`config.mk`:
```
export PLATFORM = sky130hd
export DESIGN_NAME = phy_mgmt_sched
export DESIGN_NICKNAME = d
export VERILOG_FILES = /design/src/rtl/phy_mgmt_pkg.sv /design/src/rtl/phy_poll_timer.sv /design/src/rtl/phy_mgmt_sched.sv
export SDC_FILE = /design/constraint.sdc
export NUM_CORES = 1
export LEC_CHECK = 0
export BUFFER_PORTS_ARGS = -buffer_cell sky130_fd_sc_hd__buf_4
export CAP_MARGIN = 10
export CORE_UTILIZATION = 58
export DETAILED_ROUTE_END_ITERATION = 16
export MAX_ROUTING_LAYER = met4
export PLACE_DENSITY = 0.85
export SLEW_MARGIN = 20
export SYNTH_ARGS = -nofsm -noshare
export SYNTH_HDL_FRONTEND = slang
export SYNTH_SLANG_ARGS = --single-unit
```
`constraint.sdc`:
```
create_clock -name clk -period 3.12 [get_ports clk]
set_input_delay 0.156 -clock clk [delete_from_list [all_inputs] [get_ports clk]]
set_output_delay 0.156 -clock clk [all_outputs]
set_load 0.01 [all_outputs]
```
`src/rtl/phy_mgmt_pkg.sv`:
```
// Shared types and constants for the PHY management scheduler.
// Latency: n/a (declarations only).
// Backpressure: n/a.
package phy_mgmt_pkg;

    typedef enum logic [3:0] {
        ST_IDLE,
        ST_RST_ISS,
        ST_RST_WAIT,
        ST_CFG_ISS,
        ST_CFG_WAIT,
        ST_BMSR_ISS,
        ST_BMSR_WAIT,
        ST_SPD_ISS,
        ST_SPD_WAIT
    } state_t;

    localparam logic [4:0] REG_BMCR      = 5'h00;
    localparam logic [4:0] REG_BMSR      = 5'h01;
    localparam int         BMSR_LINK_BIT = 2;

    localparam logic [1:0] SPD_10   = 2'b00;
    localparam logic [1:0] SPD_100  = 2'b01;
    localparam logic [1:0] SPD_1000 = 2'b10;

    // Link-status bit of a BMSR read.
    function automatic logic bmsr_link(input logic [15:0] bmsr);
        return bmsr[BMSR_LINK_BIT];
    endfunction

endpackage

```
`src/rtl/phy_poll_timer.sv`:
```
// Free-running reload down-counter that paces the periodic link/speed poll.
// Latency: poll_tick high for one cycle every POLL_CYCLES clocks, first one POLL_CYCLES-1 clocks after reset.
// Backpressure: none; the consumer latches the tick into its own pending flag.
// Ports: clk, rst_n (async active-low) in; poll_tick out (combinational decode of count == 0).
module phy_poll_timer #(
    parameter int POLL_CYCLES = 500000
) (
    input  logic clk,
    input  logic rst_n,
    output logic poll_tick
);

    localparam int               CW     = (POLL_CYCLES > 1) ? $clog2(POLL_CYCLES) : 1;
    localparam logic [CW-1:0]    RELOAD = CW'(POLL_CYCLES - 1);

    logic [CW-1:0] cnt;

    always_ff @(posedge clk or negedge rst_n) begin
        if (!rst_n) begin
            cnt <= RELOAD;
        end else if (cnt == '0) begin
            cnt <= RELOAD;
        end else begin
            cnt <= cnt - CW'(1);
        end
    end

    assign poll_tick = (cnt == '0);

endmodule

```
`src/rtl/phy_mgmt_sched.sv`:
```
// MDIO transaction scheduler: arbitrates soft reset > host cfg > periodic poll onto one driver port, publishes link/speed.
// Latency: request seen in IDLE launches op_exec next cycle; op_done/timeout is reflected in outputs one cycle later.
// Backpressure: one operation in flight; cfg_req is held until cfg_ack, reset/poll requests wait in pending flags.
// Ports: soft_rst_trig, cfg_* host port, op_* driver port, link_up/speed/status_valid status, busy/err indicators.
module phy_mgmt_sched
    import phy_mgmt_pkg::*;
#(
    parameter logic [15:0] PHY_RST_DATA   = 16'h9140,
    parameter logic [4:0]  SPEED_REG      = 5'h11,
    parameter int          SPEED_LSB      = 14,
    parameter int          POLL_CYCLES    = 500000,
    parameter int          TIMEOUT_CYCLES = 4096
) (
    input  logic        clk,
    input  logic        rst_n,
    input  logic        soft_rst_trig,
    input  logic        cfg_req,
    input  logic        cfg_rh_wl,
    input  logic [4:0]  cfg_addr,
    input  logic [15:0] cfg_wdata,
    output logic        cfg_ack,
    output logic [15:0] cfg_rdata,
    output logic        op_exec,
    output logic        op_rh_wl,
    output logic [4:0]  op_addr,
    output logic [15:0] op_wr_data,
    input  logic        op_done,
    input  logic [15:0] op_rd_data,
    input  logic        op_rd_ack,
    output logic        link_up,
    output logic [1:0]  speed,
    output logic        status_valid,
    output logic        busy,
    output logic        err
);

    localparam int            TW        = (TIMEOUT_CYCLES > 1) ? $clog2(TIMEOUT_CYCLES) : 1;
    localparam logic [TW-1:0] WAIT_LAST = TW'(TIMEOUT_CYCLES - 1);

    state_t        state;
    logic          rst_pend;
    logic          poll_pend;
    logic          poll_tick;
    logic [TW-1:0] wait_cnt;

    logic rst_req, poll_req, in_idle, go_rst, go_cfg, go_poll;
    logic in_wait, wait_tmo, rd_ok;

    phy_poll_timer #(
        .POLL_CYCLES (POLL_CYCLES)
    ) u_poll_timer (
        .clk       (clk),
        .rst_n     (rst_n),
        .poll_tick (poll_tick)
    );

    // Raw triggers take part in this cycle's arbitration so a trigger that
    // coincides with a host request still wins on the same edge.
    assign rst_req  = rst_pend | soft_rst_trig;
    assign poll_req = poll_pend | poll_tick;
    assign in_idle  = (state == ST_IDLE);
    assign go_rst   = in_idle & rst_req;
    assign go_cfg   = in_idle & ~rst_req & cfg_req;
    assign go_poll  = in_idle & ~rst_req & ~cfg_req & poll_req;

    assign in_wait  = (state == ST_RST_WAIT)  || (state == ST_CFG_WAIT) ||
                      (state == ST_BMSR_WAIT) || (state == ST_SPD_WAIT);
    assign wait_tmo = in_wait && (wait_cnt == WAIT_LAST);
    assign rd_ok    = op_done & ~op_rd_ack;

    // Pending flags: a trigger while already pending merges; launch clears.
    always_ff @(posedge clk or negedge rst_n) begin
        if (!rst_n) begin
            rst_pend  <= 1'b0;
            poll_pend <= 1'b0;
        end else begin
            rst_pend  <= rst_req & ~go_rst;
            poll_pend <= poll_req & ~go_poll;
        end
    end

    // Wait counter restarts at 0 on every WAIT entry (every WAIT is preceded
    // by an ISS cycle, which holds it at 0).
    always_ff @(posedge clk or negedge rst_n) begin
        if (!rst_n) begin
            wait_cnt <= '0;
        end else if (in_wait) begin
            wait_cnt <= wait_cnt + TW'(1);
        end else begin
            wait_cnt <= '0;
        end
    end

    always_ff @(posedge clk or negedge rst_n) begin
        if (!rst_n) begin
            state        <= ST_IDLE;
            op_exec      <= 1'b0;
            op_rh_wl     <= 1'b1;
            op_addr      <= '0;
            op_wr_data   <= '0;
            cfg_ack      <= 1'b0;
            cfg_rdata    <= '0;
            link_up      <= 1'b0;
            speed        <= SPD_10;
            status_valid <= 1'b0;
            busy         <= 1'b0;
            err          <= 1'b0;
        end else begin
            op_exec <= 1'b0;
            cfg_ack <= 1'b0;
            err     <= 1'b0;
            case (state)
                ST_IDLE: begin
                    if (go_rst) begin
                        state      <= ST_RST_ISS;
                        op_exec    <= 1'b1;
                        op_rh_wl   <= 1'b0;
                        op_addr    <= REG_BMCR;
                        op_wr_data <= PHY_RST_DATA;
                        busy       <= 1'b1;
                    end else if (go_cfg) begin
                        state      <= ST_CFG_ISS;
                        op_exec    <= 1'b1;
                        op_rh_wl   <= cfg_rh_wl;
                        op_addr    <= cfg_addr;
                        op_wr_data <= cfg_wdata;
                        busy       <= 1'b1;
                    end else if (go_poll) begin
                        state    <= ST_BMSR_ISS;
                        op_exec  <= 1'b1;
                        op_rh_wl <= 1'b1;
                        op_addr  <= REG_BMSR;
                        busy     <= 1'b1;
                    end
                end
                ST_RST_ISS:  state <= ST_RST_WAIT;
                ST_CFG_ISS:  state <= ST_CFG_WAIT;
                ST_BMSR_ISS: state <= ST_BMSR_WAIT;
                ST_SPD_ISS:  state <= ST_SPD_WAIT;
                ST_RST_WAIT: begin
                    if (op_done || wait_tmo) begin
                        link_up      <= 1'b0;
                        speed        <= SPD_10;
                        status_valid <= 1'b0;
                        err          <= ~op_done;
                        state        <= ST_IDLE;
                        busy         <= 1'b0;
                    end
                end
                ST_CFG_WAIT: begin
                    if (op_done || wait_tmo) begin
                        cfg_ack <= 1'b1;
                        state   <= ST_IDLE;
                        busy    <= 1'b0;
                        if (!op_done || (op_rh_wl && op_rd_ack)) begin
                            cfg_rdata <= 16'hFFFF;
                            err       <= 1'b1;
                        end else if (op_rh_wl) begin
                            cfg_rdata <= op_rd_data;
                        end
                    end
                end
                ST_BMSR_WAIT: begin
                    if (rd_ok && bmsr_link(op_rd_data)) begin
                        // Link is up: chain the speed read without visiting IDLE.
                        state    <= ST_SPD_ISS;
                        op_exec  <= 1'b1;
                        op_rh_wl <= 1'b1;
                        op_addr  <= SPEED_REG;
                    end else if (rd_ok) begin
                        link_up      <= 1'b0;
                        status_valid <= 1'b1;
                        state        <= ST_IDLE;
                        busy         <= 1'b0;
                    end else if (op_done || wait_tmo) begin
                        err          <= 1'b1;
                        link_up      <= 1'b0;
                        status_valid <= 1'b0;
                        state        <= ST_IDLE;
                        busy         <= 1'b0;
                    end
                end
                ST_SPD_WAIT: begin
                    if (rd_ok) begin
                        link_up      <= 1'b1;
                        speed        <= op_rd_data[SPEED_LSB +: 2];
                        status_valid <= 1'b1;
                        state        <= ST_IDLE;
                        busy         <= 1'b0;
                    end else if (op_done || wait_tmo) begin
                        err          <= 1'b1;
                        link_up      <= 1'b0;
                        status_valid <= 1'b0;
                        state        <= ST_IDLE;
                        busy         <= 1'b0;
                    end
                end
                default: begin
                    state <= ST_IDLE;
                    busy  <= 1'b0;
                end
            endcase
        end
    end

endmodule

```
Yosys cells after proc, flatten, opt, wreduce, memory -nomap -nowiden

Cells that the tools add are included.
Widths: inputs -> output; s select.

ROM bits: 0
RAM bits: 0
Bits in latches: 0
Input port bits: 44
Memories kept: 0
Output and inout bits: 46
Register bits after elaboration: 83

Eq/ne operators: 14
Magnitude comparators: 0
Reduce and logical (&&, ||, !) cells: 24
Multiply operators: 0
Multiplexer cells: 54
Divide/modulo/power cells: 0
Shifts and indexed selects: 0
Add/sub/neg operators: 2
Bitwise logic cells: 17

Operators by type and width:

| kind                  | count |
|---|---|
| $mux 16               | 4 |
| $pmux 4 s8            | 1 |
| $mux 1                | 27 |
| $mux 4                | 6 |
| $mux 5                | 4 |
| $logic_not 19->1      | 1 |
| $mux 19               | 1 |
| $sub 19x1->19 const B | 1 |
| $eq 4x3->1 const B    | 4 |
| $add 12x1->12 const B | 1 |
| $eq 12x12->1 const B  | 1 |
| $mux 12               | 1 |
| $reduce_and 3->1      | 4 |
| $pmux 5 s2            | 1 |
| $and 1x1->1           | 8 |
| $eq 4x2->1 const B    | 2 |
| $reduce_bool 2->1     | 4 |
| $not 1->1             | 7 |
| $pmux 1 s3            | 2 |
| $logic_or 1x1->1      | 5 |
| $pmux 1 s5            | 1 |
| $eq 4x1->1 const B    | 1 |
| $eq 4x4->1 const B    | 1 |
| $logic_not 4->1       | 1 |
| other kinds (14)      | 22 |

Longest topological paths before layout

Depth in word-level cells: 10
Depth in mapped cells: 7

Hierarchy

From an unflattened synthesis, not the netlist that was laid out.

Cell total of the unflattened synthesis: 398
Area total of the unflattened synthesis: 4,047.6 um2

Modules (own cells, without submodules):

| module         | sequential area each (um2) | instances | cells each | area each (um2) |
|---|---|---|---|---|
| phy_mgmt_sched | 1,602.8                    | 1         | 307        | 3,054.2 |
| phy_poll_timer | 489.2                      | 1         | 91         | 993.5 |

Worst setup path after synthesis

No wires, ideal clock.

Path type: reg2reg
Start: register wait_cnt[0]
End: register cfg_rdata[10]
Cell stages (with the launch flop): 7
Library setup time: 0.125 ns
Period minus slack after synthesis: 1.900 ns
Slack: 1.220 ns
Data arrival time: 1.775 ns
Path through: dfrtp_1 ha_1 nand3_1 nor4_4 a21oi_2 buf_6 mux2_2

Cells in the longest elaborated chain, start to end: 4

Ends and longest elaborated chain:

| element                           | RTL line              | RTL |
|---|---|---|
| start, declared                   | phy_mgmt_sched.sv:44  | `logic [TW-1:0] wait_cnt;` |
| start signal, assigned            | phy_mgmt_sched.sv:88  | `wait_cnt <= wait_cnt + TW'(1);` |
| $eq 12x12->1                      | phy_mgmt_sched.sv:68  | `assign wait_tmo = in_wait && (wait_cnt == WAIT_LAST);` |
| $logic_and 1x1->1                 | phy_mgmt_sched.sv:68  |  |
| $logic_or 1x1->1                  | phy_mgmt_sched.sv:151 | `if (op_done \|\| wait_tmo) begin` |
| $reduce_and 3->1 (no source line) | -                     |  |
| end signal, assigned              | phy_mgmt_sched.sv:159 | `cfg_rdata <= op_rd_data;` |
| end, declared                     | phy_mgmt_sched.sv:22  | `output logic [15:0] cfg_rdata,` |

Every way passes these cells.
A chain may end at the register's enable or synchronous reset.

Worst setup path in the final report

Start: register wait_cnt[0]
End: register cfg_rdata[12]

The elaborated chain is that of the path after synthesis.

==> flow_summary.json <==
{
  "wl_um": 8263,
  "finalCritPeriodShare_pct": 72.41,
  "synth_edf_count": 0,
  "final.setup.tns_ps": 0,
  "worstPathArrival_ps": 2510,
  "ys.flop_type": "dfrtp_1",
  "drive_gt1_share_pct": 34.09,
  "ys_ff_latch": 83,
  "grt_pass1_vias": 3069,
  "synthCells": 346,
  "clkSinkCount": 83,
  "cts_tree": "built",
  "start_util_pct": 60.48,
  "clock.fmax_ghz": 0.4426,
  "yosys_warnings": 0,
  "cap_violations": 0,
  "area_delta_synth_final_pct": 24.00,
  "rsz0062_at_grt": "false",
  "io_buffers": 89,
  "cts_buffer_depth": 2,
  "syn-cell-area_mm2": 0.003862,
  "slew_headroom_pct": 39.89,
  "clk_pin_slew_ps": 90,
  "fin_crit_ps": 2259,
  "total_power_uw": 3642,
  "viasPerCell": 5.793,
  "die_h_um": 83.61,
  "required_ps": 3370,
  "dieWidth_um": 83.61,
  "power.density_mw_per_mm2": 760.4,
  "synthArstFlopShare_pct": 100.0,
  "finClkSkew_ps": 11.02,
  "grt_pass1_wl_um": 14390,
  "via_count": 2995,
  "coreArea_mm2": 0.006386,
  "cts-root-buf": "clkbuf_8",
  "cp_max_fo": 16,
  "hpwlAfterDp_um": 5798,
  "antenna_found_initial": 0,
  "numCtsBuffers": 9,
  "antenna_left": 0,
  "final_nets": 481,
  "gp_congestion": 0.8269,
  "drc": 0,
  "ys_seq_area_share_pct": 54.16,
  "status": "complete, no violations",
  "cts_max_level": 3,
  "cp_cell_sequence": "ha_1 -> nand3_1 -> nor4_4 -> a21oi_2 -> mux2_2",
  "drt_iter0_drc": 196,
  "grt_start_max_net_pins": 84,
  "rows": 29,
  "postCtsSetupBuffers": 0,
  "crit_type": "reg2reg",
  "finalSetupViolCount": 0,
  "syn_area_per_cell_um2": 11.16,
  "hold_viol_final": 0,
  "ios": 90,
  "ys_types": 60,
  "die-area_mm2": 0.006990,
  "p_leak_uw": 0.002135,
  "hold_path_class": "in2reg",
  "slowest_stage": "a21oi_2",
  "end_kind": "flop",
  "diodes": 0,
  "worstSkewPairLatency_ps": 350,
  "syn_nets": 392,
  "grt_usage_pct": 26.51,
  "first_pass_iters": 4,
  "vdd_drop_max_mv": 0.5309,
  "nFillCells": 435,
  "drv_slew": 0,
  "startpoint_type": "flop",
  "wire_per_inst_um": 15.98,
  "worst_pin_slew_ps": 901.6,
  "crit_path_max_incr_delay_ps": 730,
  "grt-ovfl-total": 0
}
## synthesized netlist by cell type, types with 3 or more instances
master,instances,area [um^2]
mux2_2,16,180.2
inv_1,8,30.03
o21a_1,3,22.52
a2bb2oi_1,3,26.28
xor2_1,13,113.9
nand2_1,22,82.58
nand2b_1,21,131.4
or2_2,3,18.77
dfstp_2,12,315.3
and2_1,3,18.77
nand4_1,5,31.28
xnor2_1,7,61.31
nor2_1,33,123.9
o22a_1,4,35.03
o31ai_1,3,22.52
a22o_1,13,113.9
or3_1,5,31.28
o211ai_1,3,22.52
o21ai_0,14,70.07
nand3_1,11,55.05
a21oi_1,7,35.03
a21o_1,4,30.03
clkbuf_1,10,37.54
dfrtp_1,71,1777
nor3_1,8,40.04
## metrics by stage
step                      utilization (%)  hold WS [ps]  instances  setup WS, ps  instance area, um^2
after floorplan                         -        -139.6        346          1220                 3862
after global placement              71.59         362.3        500         954.8                 4572
after detailed placement            71.59         369.2        500         849.8                 4572
after CTS                           74.78         5.482        516         844.8                 4776
after global routing                75.00         7.777        517         684.6                 4790
final                               75.00         11.31        517         860.8                 4790
## worst paths after layout
| check | start | to | slack, ps | cells after the start |
|---|---|---|---|---|
| min in group asynchronous | rst_n | cfg_rdata[5]$_DFFE_PN0P_ | 430 | 2 |
| hold reg to reg | u_poll_timer.cnt[0]$_DFF_PN1_ | u_poll_timer.cnt[0]$_DFF_PN1_ | 480 | 1 |
| setup reg to reg | wait_cnt[0]$_DFF_PN0_ | cfg_rdata[12]$_DFFE_PN0P_ | 860 | 5 |
| setup / recovery | wait_cnt[0]$_DFF_PN0_ | cfg_rdata[12]$_DFFE_PN0P_ | 860 | 5 |
| hold / removal | cfg_addr[2] | op_addr[2]$_DFFE_PN0P_ | 10 | 3 |
| max in group asynchronous | rst_n | u_poll_timer.cnt[7]$_DFF_PN0_ | 2220 | 2 |
## sequential cells by signal, summed over array words and instances (netlist names)
signal,cells
busy,1
cfg_ack,1
cfg_rdata,16
err,1
link_up,1
op_addr,5
op_exec,1
op_rh_wl,1
op_wr_data,16
poll_pend,1
rst_pend,1
speed,2
state,4
status_valid,1
u_poll_timer.cnt,19
wait_cnt,12
## final cells by class
cell class / instances / area (um^2) / share of cell area, %
multi-input combinational: 241 / 1670 / 34.87
tap: 77 / 96.34 / 2.011
timing repair buffer: 92 / 696.9 / 14.55
clock inverter: 4 / 48.80 / 1.019
inverter: 8 / 30.03 / 0.6270
clock buffer: 12 / 155.1 / 3.239
sequential: 83 / 2092 / 43.68
## kinds of logic after synthesis
logic type	after synthesis	synth area share, %
simple gates	134	19.76
compound gates	68	13.38
mux	17	4.924
xor+xnor	20	4.535
fa+ha+maj	2	0.6478
buf+inv	22	2.592
flops	83	54.16
## power by group
part	switching, uW	internal, uW	total [uW]
clock network	382	413	795
logic	620	663	1280
registers	222	1340	1560
total	1220	2420	3640
## critical path, delay by kind of cell, from the launching register on
kind,cells,cell delay (ps)
simple gates,2,350
compound gates,1,730
mux,1,420
fa+ha+maj,1,230
flops,1,410
## repair_timing
| item | in CTS | in global routing |
|---|---|---|
| setup endpoints to repair | 0 | 0 |
| resized for setup | 0 | 0 |
| hold buffers | 0 | 1 |
| endpoints found under the hold margin | 0 | 71 |
## cells in the final DEF, fill, tap and decap left out, drive strengths merged, types with 4 or more instances in the layout
cell,synthesis,layout
buf,4,91
a22o,13,13
or3,7,7
xnor2,7,7
nand3,11,11
o22a,4,4
a21oi,8,8
clkbuf,10,12
or2,4,4
nor4,5,5
a21o,4,4
nand2,22,22
o21ai,16,16
nor3,8,8
nand2b,21,21
nor2,33,33
xor2,13,13
dfstp,12,12
mux2,16,16
inv,8,8
dfrtp,71,71
nand4,6,6
## metal layers
layer,global-route usage (%),wire (um)
met5,-,0
met1,34.58,3622
met2,42.20,4072
met3,3.759,400
met4,10.63,167
No activity file was read; power rests on OpenSTA's default activity.
